$ cat src/rtl/pkmc_sdram_arbiter.sv
`timescale 1ns/1ps
`default_nettype none
// ============================================================================
// pkmc_sdram_arbiter : 3-port Wishbone arbiter (DVGA/CPU/JPEG) for the SDRAM
// controller master port, with refresh deferral and per-grant timeout. Rev 1.0
// ============================================================================
module pkmc_sdram_arbiter #(
  parameter int AW      = 32,
  parameter int DW      = 32,
  parameter int TIMEOUT = 255
) (
  input  logic              clk,
  input  logic              rst,
  input  logic [2:0]        s_cyc,
  input  logic [2:0]        s_stb,
  input  logic [2:0]        s_we,
  input  logic [3*AW-1:0]   s_adr,
  input  logic [3*DW-1:0]   s_dat_i,
  input  logic [3*DW/8-1:0] s_sel,
  output logic [DW-1:0]     s_dat_o,
  output logic [2:0]        s_ack,
  output logic [2:0]        s_err,
  output logic              m_cyc,
  output logic              m_stb,
  output logic              m_we,
  output logic [AW-1:0]     m_adr,
  output logic [DW-1:0]     m_dat_o,
  output logic [DW/8-1:0]   m_sel,
  input  logic [DW-1:0]     m_dat_i,
  input  logic              m_ack,
  input  logic              ref_req,
  output logic              ref_ack,
  output logic [1:0]        gnt
);

  localparam int              c_CNT_W   = $clog2(TIMEOUT + 1);
  localparam logic [c_CNT_W-1:0] c_TIMEOUT = c_CNT_W'(TIMEOUT);

  localparam logic [1:0] c_IDLE    = 2'd0;
  localparam logic [1:0] c_GRANT   = 2'd1;
  localparam logic [1:0] c_RELEASE = 2'd2;
  localparam logic [1:0] c_REFRESH = 2'd3;

  logic [1:0]         r_state;
  logic [1:0]         w_nextState;
  logic [1:0]         r_gnt;
  logic [1:0]         r_rrLast;
  logic [c_CNT_W-1:0] r_toCnt;
  logic [1:0]         w_winner;
  logic               w_selCyc;
  logic               w_selStb;
  logic               w_selWe;
  logic [AW-1:0]      w_selAdr;
  logic [DW-1:0]      w_selDat;
  logic [DW/8-1:0]    w_selSel;
  logic               w_timeout;
  logic               w_startGrant;

  // Port 0 has fixed priority; ports 1/2 alternate, favouring the one not served last
  always_comb begin
    w_winner = 2'd2;
    if (s_cyc[0]) begin
      w_winner = 2'd0;
    end else if (s_cyc[1] && s_cyc[2]) begin
      w_winner = (r_rrLast == 2'd1) ? 2'd2 : 2'd1;
    end else if (s_cyc[1]) begin
      w_winner = 2'd1;
    end
  end

  always_comb begin
    w_selCyc = 1'b0;
    w_selStb = 1'b0;
    w_selWe  = 1'b0;
    w_selAdr = '0;
    w_selDat = '0;
    w_selSel = '0;
    for (int k = 0; k < 3; k++) begin
      if (r_gnt == 2'(k)) begin
        w_selCyc = s_cyc[k];
        w_selStb = s_stb[k];
        w_selWe  = s_we[k];
        w_selAdr = s_adr[k*AW +: AW];
        w_selDat = s_dat_i[k*DW +: DW];
        w_selSel = s_sel[k*(DW/8) +: DW/8];
      end
    end
  end

  assign w_timeout    = (r_state == c_GRANT) && (r_toCnt == c_TIMEOUT);
  assign w_startGrant = (r_state == c_IDLE) && !ref_req && (|s_cyc);
  assign gnt          = r_gnt;

  always_ff @(posedge clk or negedge rst) begin
    if (!rst) begin
      r_state  <= c_IDLE;
      r_gnt    <= 2'd0;
      r_rrLast <= 2'd2;
      r_toCnt  <= '0;
    end else begin
      r_state <= w_nextState;
      if (w_startGrant) begin
        r_gnt <= w_winner;
        if (w_winner != 2'd0) begin
          r_rrLast <= w_winner;
        end
      end
      // Saturating stall counter: only stalled strobe cycles of the owner count
      if ((r_state != c_GRANT) || m_ack || !w_selStb) begin
        r_toCnt <= '0;
      end else if (r_toCnt != c_TIMEOUT) begin
        r_toCnt <= r_toCnt + 1'b1;
      end
    end
  end

  always_comb begin
    w_nextState = r_state;
    case (r_state)
      c_IDLE: begin
        if (ref_req) begin
          w_nextState = c_REFRESH;
        end else if (|s_cyc) begin
          w_nextState = c_GRANT;
        end
      end
      c_GRANT: begin
        if (!w_selCyc || w_timeout) begin
          w_nextState = c_RELEASE;
        end
      end
      c_RELEASE: w_nextState = c_IDLE;
      c_REFRESH: begin
        if (!ref_req) begin
          w_nextState = c_IDLE;
        end
      end
      default: w_nextState = c_IDLE;
    endcase
  end

  always_comb begin
    m_cyc   = 1'b0;
    m_stb   = 1'b0;
    m_we    = 1'b0;
    m_adr   = '0;
    m_dat_o = '0;
    m_sel   = '0;
    s_dat_o = '0;
    s_ack   = 3'b000;
    s_err   = 3'b000;
    ref_ack = 1'b0;
    case (r_state)
      c_GRANT: begin
        m_cyc   = 1'b1;
        m_stb   = w_selStb && !w_timeout;
        m_we    = w_selWe;
        m_adr   = w_selAdr;
        m_dat_o = w_selDat;
        m_sel   = w_selSel;
        s_dat_o = m_dat_i;
        for (int k = 0; k < 3; k++) begin
          if (r_gnt == 2'(k)) begin
            s_ack[k] = m_ack && w_selStb && !w_timeout;
            s_err[k] = w_timeout;
          end
        end
      end
      c_REFRESH: ref_ack = 1'b1;
      default: ;
    endcase
  end

endmodule
`default_nettype wire

$ cat config.mk
export PLATFORM = sky130hd
export DESIGN_NAME = pkmc_sdram_arbiter
export DESIGN_NICKNAME = d
export VERILOG_FILES = /design/src/rtl/pkmc_sdram_arbiter.sv
export SDC_FILE = /design/constraint.sdc
export NUM_CORES = 1
export LEC_CHECK = 0
export ABC_AREA = 1
export CAP_MARGIN = 0
export CORE_AREA = 2 2 139 141
export DETAILED_ROUTE_END_ITERATION = 12
export DIE_AREA = 0 0 141 143
export SLEW_MARGIN = 5
export SYNTH_ARGS = -nofsm -noshare
export SYNTH_HDL_FRONTEND = slang
export SYNTH_SLANG_ARGS = --single-unit
$ cat constraint.sdc
create_clock -name clk -period 4.5 [get_ports clk]
set_input_delay 1.125 -clock clk [delete_from_list [all_inputs] [get_ports clk]]
set_output_delay 1.125 -clock clk [all_outputs]
set_load 0.05 [all_outputs]
==> results_dict.tcl <==
set metrics [dict create \
    status "complete, no violations" \
    syn_nets 891 \
    fin_cells 1212 \
    antenna_cells 0 \
    r2r_end "r_state[1]" \
    portBuffers 360 \
    totalWireLength_um 15300 \
    yosysWarningCount 0 \
    place_area_um2 6700 \
    worst_slew_pin_slew_ns 0.607 \
    route.detailed.drc 0 \
    wl_per_cell_um 12.6 \
    comb_power_share_pct 90.0 \
    antenna_found_initial 1 \
    pwr-share-seq_pct 5.2 \
    setup_slack_ns 0.656 \
    power_density_nw_per_um2 562 \
    critPathMaxStageDelay_ns 0.82 \
    ant_nets 0 \
    worstPathRequired_ns 3.38 \
    slew_headroom_pct 59.4 \
    ys_top_cells_by_area "nand2_1 39%, inv_1 16%, nand3_1 15%, dfrtp_1 11%, nor2_1 6.5%" \
    pwr-share-clk_pct 4.8 \
    start_util_pct 15.8 \
    die_h_um 143 \
    layout.nets 1229 \
    grt_setup_unrepaired "false" \
    overflow 0 \
    viasPerCell 3.97 \
    final_cell_mix "347 x clkdlybuf4s50_1, 302 x nand2_1, 123 x inv_1" \
    dr.pass1.iters 4 \
    leakagePower_nw 3.44 \
    cp_slowest_cell "clkdlybuf4s50_1" \
    gr-usage-all-layers_pct 14.1 \
    fmaxAchievable_mhz 260 \
    cts_resized 0 \
    gp_congestion 0.768 \
    switching_share_pct 62.8 \
    hold_ws_ns 0.520 \
    hold_buffers 0 \
    crit_type "in2out" \
    clock_skew_ns 0.00400 \
    power_mw 3.82 \
    hold_viol_final 0 \
    fp-row-count 50 \
    drv_slew 0 \
    synth-seq-area-share_pct 12.0 \
    period_needed_ns 3.84 \
    setup_viol 0 \
    netlist_instances 641 \
    cts_sinks 14 \
    grt_pass1_wl_um 23200 \
    post_cts_buffers 0 \
    r2r_setup_slack_ns 2.83 \
    start_kind "primary input" \
    critical_path.cell_chain "clkdlybuf4s50_1 -> nand2_1 -> nand3_1 -> nand2_1 -> inv_1 -> clkdlybuf4s50_1" \
    power_switching_mw 2.40 \
    synth-seq-cells 14 \
    final_common_cell "clkdlybuf4s50_1" \
    cts_max_path_buffers 2 \
    path_clk_slew_ns 0.04 \
    cell_internal_pwr_mw 1.42 \
    place_ws_ns 0.682 \
    dp_hpwl_um 12000 \
    fin_util_pct 36.6 \
    drv_cap 0 \
    finalCritPeriodShare_pct 85.4 \
    yosys.area.top_type "nand2_1" \
    die-area_um2 20200 \
    r2r_cells 8 \
    syn_area_um2 2930 \
    io_pins 361 \
    dp_cells 1208 \
    hp-class "reg2reg" \
    avgSynthCellArea_um2 4.58 \
    drt_iter0_drc 145 \
    drive_above_1_share_pct 3.48 \
    cts_made_buffers 3 \
    grt_pass1_vias 4728 \
    startpoint "s_adr[40]" \
    stdcell_area_um2 6790 \
    fin_setup_tns_ns 0 \
    clock-root-buffer "clkbuf_16" \
    hold_start "r_rrLast[1]" \
    via_count 4815 \
    die_x_um 141 \
    worstPathArrival_ns 2.72 \
    htree_levels 1 \
    cp-end-kind "output port" \
    clk_latency_ns 0.24 \
    crit_fanout 1 \
    cts_tree "yes" \
    core_um2 18600 \
    synth_cell_types 22 \
    r2r-start "r_state[1]" \
    yosys.area.top_type_share_pct 38.6 \
    crit_end "m_adr[8]" \
    peakVddDrop_mv 0.448 \
    area.growth.synth_to_final_pct 131 \
    grt_max_degree 75 \
]
==> metal layers <==
| metal | global-route usage (%) | up-vias | share of wire (%) |
|---|---|---|---|
| met5 | 0 | - | 0.046 |
| met4 | 3.16 | 2 | 1.3 |
| met3 | 2.82 | 16 | 8.1 |
| met2 | 27.2 | 234 | 50 |
| met1 | 16.0 | 2013 | 40 |
| li1 | - | 2550 | - |
==> kinds of logic after synthesis <==
logic type	count (synthesis)	synth area share [%]
buffers and inverters	161	22.2
DFF	14	12.0
AOI/OAI and AO/OA	14	2.56
and+or+nand+nor	450	62.5
adders and majority gates	1	0.426
xor gates and xnor gates	1	0.299
==> layout make-up <==
class                      count  area [um^2]
fill                        2023        11800
timing repair buffer         367         3650
multi-input combinational    466         1930
inverter                     127          479
sequential                    14          352
tap                          234          293
clock buffer                   4         88.8
==> critical path: cells and delay by family <==
| kind | cells | cell delay [ns] |
|---|---|---|
| buffers and inverters | 3 | 1.38 |
| and+or+nand+nor | 3 | 0.22 |
==> synthesized netlist by cell type <==
library cell and n:
nand2_2 1, nor2_2 1, inv_2 2, o21ai_0 9, dfstp_2 1, inv_1 124
nor2_4 3, nor3_1 4, clkbuf_1 4, nand3_1 87, nor3b_1 1, buf_2 27
nor2_1 51, a21oi_1 2, nand2_1 302, dfrtp_1 13, buf_4 3, ha_1 1
a31oi_1 2, o211ai_1 1, inv_4 1, xnor2_1 1
==> power groups by stage <==
| stage | Combinational [mW] | Sequential [mW] | Clock, mW |
|---|---|---|---|
| floorplan | 2.29 | 0.195 | 0 |
| finish | 3.44 | 0.198 | 0.184 |
| global route | 3.70 | 0.202 | 0.194 |
| detailed placement | 3.48 | 0.198 | 0 |
| CTS | 3.49 | 0.198 | 0.188 |
| global placement | 3.49 | 0.198 | 0 |
==> sequential cells by signal, indices dropped and copies added (netlist names) <==
name and flops:
r_toCnt 8, gnt 2, r_rrLast 2, r_state 2
==> worst min-delay path by stage <==
stage | to | depth (start not counted)
after floorplan | r_rrLast[1] | 2
after global placement | r_rrLast[1] | 2
after detailed placement | r_rrLast[1] | 2
after CTS | r_rrLast[1] | 2
after global routing | r_rrLast[1] | 2
final | r_rrLast[1] | 2
(Power assumes the default switching activity.)
